[config.mk]
export PLATFORM = sky130hd
export DESIGN_NAME = sseg_capture
export DESIGN_NICKNAME = d
export VERILOG_FILES = /design/src/rtl/stopwatch_pkg.sv /design/src/rtl/sseg_to_hex.sv /design/src/rtl/sseg_capture.sv
export SDC_FILE = /design/constraint.sdc
export NUM_CORES = 1
export LEC_CHECK = 0
export ABC_AREA = 1
export CAP_MARGIN = 10
export CORE_UTILIZATION = 56
export DETAILED_ROUTE_END_ITERATION = 10
export PLACE_DENSITY = 0.83
export SLEW_MARGIN = 5
export SYNTH_ARGS = -nofsm -noshare
export SYNTH_HDL_FRONTEND = slang
export SYNTH_SLANG_ARGS = --single-unit
[constraint.sdc]
create_clock -name c_clk -period 2.7 [get_ports c_clk]
set_clock_uncertainty 0.15 [all_clocks]
set_input_delay 0.675 -clock c_clk [delete_from_list [all_inputs] [get_ports c_clk]]
set_output_delay 0.675 -clock c_clk [all_outputs]
set_load 0.03 [all_outputs]
[src/rtl/stopwatch_pkg.sv]
// Shared definitions for the stopwatch display path: segment codes, digit count
// and the frame-capture FSM encoding.
package stopwatch_pkg;

  localparam int NUM_DIGITS = 4;

  // Active-low segment codes, bit0 = a ... bit6 = g.
  localparam logic [6:0] SEG_0 = 7'h40;
  localparam logic [6:0] SEG_1 = 7'h79;
  localparam logic [6:0] SEG_2 = 7'h24;
  localparam logic [6:0] SEG_3 = 7'h30;
  localparam logic [6:0] SEG_4 = 7'h19;
  localparam logic [6:0] SEG_5 = 7'h12;
  localparam logic [6:0] SEG_6 = 7'h02;
  localparam logic [6:0] SEG_7 = 7'h78;
  localparam logic [6:0] SEG_8 = 7'h00;
  localparam logic [6:0] SEG_9 = 7'h10;
  localparam logic [6:0] SEG_A = 7'h08;
  localparam logic [6:0] SEG_B = 7'h03;
  localparam logic [6:0] SEG_C = 7'h46;
  localparam logic [6:0] SEG_D = 7'h21;
  localparam logic [6:0] SEG_E = 7'h06;
  localparam logic [6:0] SEG_F = 7'h0E;

  typedef enum logic [1:0] {
    ST_IDLE    = 2'd0,
    ST_COLLECT = 2'd1,
    ST_PUBLISH = 2'd2
  } cap_state_t;

endpackage

[src/rtl/sseg_to_hex.sv]
// Combinational segment-pattern to hex-nibble decoder; inverse of the
// hex-to-segment encoder. o_valid drops for any pattern outside the 16 codes.
module sseg_to_hex
  import stopwatch_pkg::*;
(
  input  logic [6:0] i_seg,
  output logic [3:0] o_nib,
  output logic       o_valid
);

  always_comb begin
    o_nib   = 4'h0;
    o_valid = 1'b1;
    case (i_seg)
      SEG_0:   o_nib = 4'h0;
      SEG_1:   o_nib = 4'h1;
      SEG_2:   o_nib = 4'h2;
      SEG_3:   o_nib = 4'h3;
      SEG_4:   o_nib = 4'h4;
      SEG_5:   o_nib = 4'h5;
      SEG_6:   o_nib = 4'h6;
      SEG_7:   o_nib = 4'h7;
      SEG_8:   o_nib = 4'h8;
      SEG_9:   o_nib = 4'h9;
      SEG_A:   o_nib = 4'hA;
      SEG_B:   o_nib = 4'hB;
      SEG_C:   o_nib = 4'hC;
      SEG_D:   o_nib = 4'hD;
      SEG_E:   o_nib = 4'hE;
      SEG_F:   o_nib = 4'hF;
      default: o_valid = 1'b0;
    endcase
  end

endmodule

[src/rtl/sseg_capture.sv]
// Reconstructs the 4-digit value shown on a multiplexed 7-segment display by
// sniffing its an/sseg/dp drive lines and debouncing each digit dwell.
// Output handshake: frame_valid is a one-cycle strobe with no back-pressure;
// value/dp_mask change only in that cycle and hold until the next strobe.
module sseg_capture
  import stopwatch_pkg::*;
#(
  parameter int STABLE_CYCLES = 4
) (
  input  logic                  c_clk,
  input  logic                  R,
  input  logic [NUM_DIGITS-1:0] an,
  input  logic [6:0]            sseg,
  input  logic                  dp,
  output logic [15:0]           value,
  output logic [NUM_DIGITS-1:0] dp_mask,
  output logic                  frame_valid,
  output logic                  seg_err,
  output logic                  an_err,
  output cap_state_t            o_dbg_state
);

  localparam logic [7:0] CNT_SAT = 8'(STABLE_CYCLES);
  localparam logic [7:0] CNT_ACC = 8'(STABLE_CYCLES - 2);

  logic [NUM_DIGITS-1:0] r_an, r_prev_an;
  logic [6:0]            r_sseg, r_prev_sseg;
  logic                  r_dp, r_prev_dp;
  logic [7:0]            r_cnt;

  logic [NUM_DIGITS-1:0]      r_seen, w_seen_next;
  logic                       r_bad, w_bad_next;
  logic [NUM_DIGITS-1:0][3:0] r_shadow, w_shadow_next;
  logic [NUM_DIGITS-1:0]      r_sdp, w_sdp_next;

  cap_state_t r_state, w_state_next;
  logic       w_clr_frame;

  logic       w_changed, w_blank, w_onehot, w_multi, w_at_acc;
  logic       w_acc, w_acc_ok, w_acc_bad, w_publish;
  logic [3:0] w_nib;
  logic       w_nib_valid;

  sseg_to_hex u_dec (
    .i_seg   (r_sseg),
    .o_nib   (w_nib),
    .o_valid (w_nib_valid)
  );

  always_ff @(posedge c_clk) begin
    if (R) begin
      r_an        <= '0;
      r_sseg      <= '0;
      r_dp        <= 1'b0;
      r_prev_an   <= '0;
      r_prev_sseg <= '0;
      r_prev_dp   <= 1'b0;
    end else begin
      r_an        <= an;
      r_sseg      <= sseg;
      r_dp        <= dp;
      r_prev_an   <= r_an;
      r_prev_sseg <= r_sseg;
      r_prev_dp   <= r_dp;
    end
  end

  assign w_changed = {r_an, r_sseg, r_dp} != {r_prev_an, r_prev_sseg, r_prev_dp};
  assign w_blank   = (r_an == '0);
  assign w_onehot  = !w_blank && ((r_an & (r_an - 4'd1)) == '0);
  assign w_multi   = !w_blank && !w_onehot;

  // Counter reaches STABLE_CYCLES-1 on the STABLE_CYCLES-th identical sample,
  // then saturates so the accept point occurs once per dwell.
  always_ff @(posedge c_clk) begin
    if (R || w_blank || w_changed) r_cnt <= '0;
    else if (r_cnt != CNT_SAT)     r_cnt <= r_cnt + 8'd1;
  end

  assign w_at_acc  = !w_blank && !w_changed && (r_cnt == CNT_ACC);
  assign w_acc     = w_at_acc && w_onehot;
  assign w_acc_ok  = w_acc && w_nib_valid;
  assign w_acc_bad = w_acc && !w_nib_valid;

  always_ff @(posedge c_clk) begin
    if (R) r_state <= ST_IDLE;
    else   r_state <= w_state_next;
  end

  always_comb begin
    w_state_next = r_state;
    case (r_state)
      ST_IDLE:    if (w_acc) w_state_next = ST_COLLECT;
      ST_COLLECT: if (w_seen_next == '1) w_state_next = ST_PUBLISH;
      ST_PUBLISH: w_state_next = ST_COLLECT;
      default:    w_state_next = ST_IDLE;
    endcase
  end

  always_comb begin
    w_clr_frame = (r_state == ST_PUBLISH);
  end

  assign o_dbg_state = r_state;

  // An accept landing in the PUBLISH cycle starts the next frame.
  always_comb begin
    w_seen_next   = w_clr_frame ? '0 : r_seen;
    w_bad_next    = w_clr_frame ? 1'b0 : r_bad;
    w_shadow_next = r_shadow;
    w_sdp_next    = r_sdp;
    if (w_acc_bad) w_bad_next = 1'b1;
    for (int k = 0; k < NUM_DIGITS; k++) begin
      if (w_acc_ok && r_an[k]) begin
        w_shadow_next[k] = w_nib;
        w_sdp_next[k]    = ~r_dp;
        w_seen_next[k]   = 1'b1;
      end
    end
  end

  assign w_publish = (w_state_next == ST_PUBLISH) && !w_bad_next;

  always_ff @(posedge c_clk) begin
    if (R) begin
      r_seen      <= '0;
      r_bad       <= 1'b0;
      r_shadow    <= '0;
      r_sdp       <= '0;
      value       <= '0;
      dp_mask     <= '0;
      frame_valid <= 1'b0;
      seg_err     <= 1'b0;
      an_err      <= 1'b0;
    end else begin
      r_seen      <= w_seen_next;
      r_bad       <= w_bad_next;
      r_shadow    <= w_shadow_next;
      r_sdp       <= w_sdp_next;
      frame_valid <= w_publish;
      seg_err     <= w_acc_bad;
      an_err      <= w_at_acc && w_multi;
      if (w_publish) begin
        value   <= w_shadow_next;
        dp_mask <= w_sdp_next;
      end
    end
  end

endmodule

==> metrics <==
fin area 4300 um^2; I/O pin count 39; DR iter-0 viols 254; max incr delay on CP between 400 and 500 ps; Final period util a little over 90%; worst-path fanout max 10; first-pass GRT wire length roughly 12 mm; Distinct cells, synth 25; grt ovf 0; Area Growth Syn to Fin 21.6%; grt peak-use layer met2; Synth warnings 0; Yosys reg bits 82; FF/Latch Area 1640 um^2; via count around 3.3k; multi-input logic area about 1500 um^2; Initial Utilization 59.1%; final wirelength 7.96 mm; clk slew on worst S/H paths ~90 ps; H-tree levels 3; post-route ant nets 0; final critical-path required period ~2500 ps; most frequent CP cell nand2_1; Crit Path Class reg -> reg; # diodes 0; CORE AREA between 5000 and 6000 um^2; CTS Buffer Depth 2; most common cell in the netlist nand2_1; CP Capture Point dp_mask[0]; Synth area leaders dfxtp_1, nand2_1, nor2_1; DR pass1 iterations 5; FP Rows 28; NumNets Final approximately 590; status finished, final reports clean; R2R depth 17; Total Routing Usage GR about a quarter; initial antenna violation count 0; setup tns final 0 ps; Post-synth top cells nand2_1, nor2_1, inv_1, dfxtp_1; met3 Usage GRT under 10%; M1 GR Usage a little under a third; reg2reg setup slack ~200 ps; Worst IR Drop VDD between 0.3 and 0.4 mV; CTS buffer count 9; top cell type's share of synthesized area 46.4%; beginning of the critical path r_sseg[0]; Fill cells roughly 480; grt met2 use 38.1%; Post-synth EDFFs 0; crit path DAT around 2600 ps; FFs w/ async S/R, synth 0%; worst hold-check path type reg -> reg; mapped cell area around 3500 um^2; Power Density 551 nW/um^2; Chip Height approximately 81 um; Setup crit end kind flop; post-synth top area cell dfxtp_1; Worst Path Required roughly 2900 ps; share of cells above drive strength 1 approximately 7.9%; Die Area between 6000 and 7000 um^2; crit start category flop; Peak Freq about 400 MHz; cells after synthesis approximately 530; IO Port Bufs 38; CTS tree yes; Final setup viols 0; Slew @ Worst Pin 628 ps; final hold violations 0; Seq/Total Area, Yosys a little under half; r2r endpoint dp_mask[0]; Wirelength per Cell 12.1 um; post-DR vias/cell ~5.0; Final Max Slew Viols 0; Worst path slowest cell dfxtp_1; number of remaining DRC errors 0; count of hold-fix buffers inserted at cts 0; Syn Area/Cell roughly 6.7 um^2; insertion delay to the later sink of the worst-skew pair 360 ps; ys flop type dfxtp_1; die width 81.5 um; leakage power between 1.5 and 2 nW; DP Area 3960 um^2; max_cap viols 0; Sink Count 82; worst r2r src r_sseg[0]; largest net degree at the start of global routing 44; Mapped Nets approximately 550; placed wire-length estimate ~5 mm; vias in the first global route 2705; GPL Wtd Cong around 0.87; Worst slew margin just under 60%; CTS root buffer clkbuf_8; CP Cell Sequence inv_2 -> nand2_1 -> nand2_1 -> nor2_1 -> nand2_1 -> nor2_1 -> nand2_1 -> nor2_4 -> nand3_1 -> nand2_1 -> nand2_1 -> nor2_4 -> buf_12 -> nand4_4 -> nand2_1 -> nand2_1 -> nor2_1
==> layer usage <==
layer | vias up | routed length, um
met3 | 22 | 500
met4 | 0 | 206
met5 | - | 0
li1 | 1679 | -
met1 | 1425 | 3650
met2 | 125 | 3600
==> stage by stage <==
step | power [mW] | setup WS (ps) | hold WS [ps] | util [%] | instances
final | 2.37 | 206 | 338 | 71.8 | 656
after global routing | 2.43 | -25.0 | 351 | 71.8 | 656
after CTS | 2.36 | 12.0 | 331 | 69.8 | 650
after detailed placement | 1.40 | 24.3 | 319 | 66.1 | 634
after global placement | 1.39 | 68.6 | 317 | 66.1 | 634
after floorplan | 1.35 | 612 | 301 | - | 532
==> final cells by class <==
cell class	instances	area share, %
flip-flops and latches	82	38.2
multi-input cells	341	35.9
repair buffers	45	10.2
inverters	97	8.46
clock buffers	10	2.97
well taps	75	2.18
clock inverters	6	2.06
==> what timing repair did <==
| action | CTS | global route |
|---|---|---|
| setup endpoints to repair | 0 | 21 |
| setup buffers | 0 | 2 |
| gates resized for setup | 0 | 8 |
==> worst min path at each step <==
| stage | startpoint | end | slack (ps) | depth (start not counted) |
|---|---|---|---|---|
| global placement | r_seen[1] | r_seen[1] | 320 | 2 |
| finish | r_seen[2] | r_seen[2] | 340 | 2 |
| CTS | r_seen[2] | r_seen[2] | 330 | 2 |
| global route | r_seen[2] | r_seen[2] | 350 | 2 |
| detailed placement | r_seen[2] | r_seen[2] | 320 | 2 |
| floorplan | r_seen[0] | r_seen[0] | 300 | 2 |
==> cells by family after synthesis <==
logic type / after synthesis / synth area share (%)
AOI/OAI and AO/OA: 34 / 5.06
xor gates and xnor gates: 5 / 1.24
adders and majority gates: 3 / 1.06
buffers and inverters: 113 / 12.6
DFF: 82 / 46.4
and+or+nand+nor: 295 / 33.6
==> cells in the final DEF (no fill, tap or decap), drive strengths merged, types with 6 or more instances in the layout <==
cell           count
a21oi              8
dfxtp             82
clkdlybuf4s50     37
o21ai             23
buf                8
nand2            138
nand4              8
nand3             18
nor2             125
clkbuf            10
inv               98
nor3               6
==> where the power goes <==
group	switching [mW]	leakage (nW)	internal [mW]
clock	0.475	0.103	0.523
combinational	0.0818	1.18	0.0461
sequential	0.0180	0.666	1.23
==> sequential cells by signal, indices dropped and copies added, names as in the netlist <==
name         count
r_shadow        16
value           16
r_cnt            8
r_prev_sseg      7
r_sseg           7
dp_mask          4
r_an             4
r_prev_an        4
r_sdp            4
r_seen           4
o_dbg_state      2
an_err           1
frame_valid      1
r_bad            1
r_dp             1
r_prev_dp        1
seg_err          1
==> critical path: cells and delay by family (launching register included) <==
kind / cells / cell delay [ps]
DFF: 1 / 480
buffers and inverters: 2 / 200
and+or+nand+nor: 15 / 1590
(Power assumes the default switching activity.)
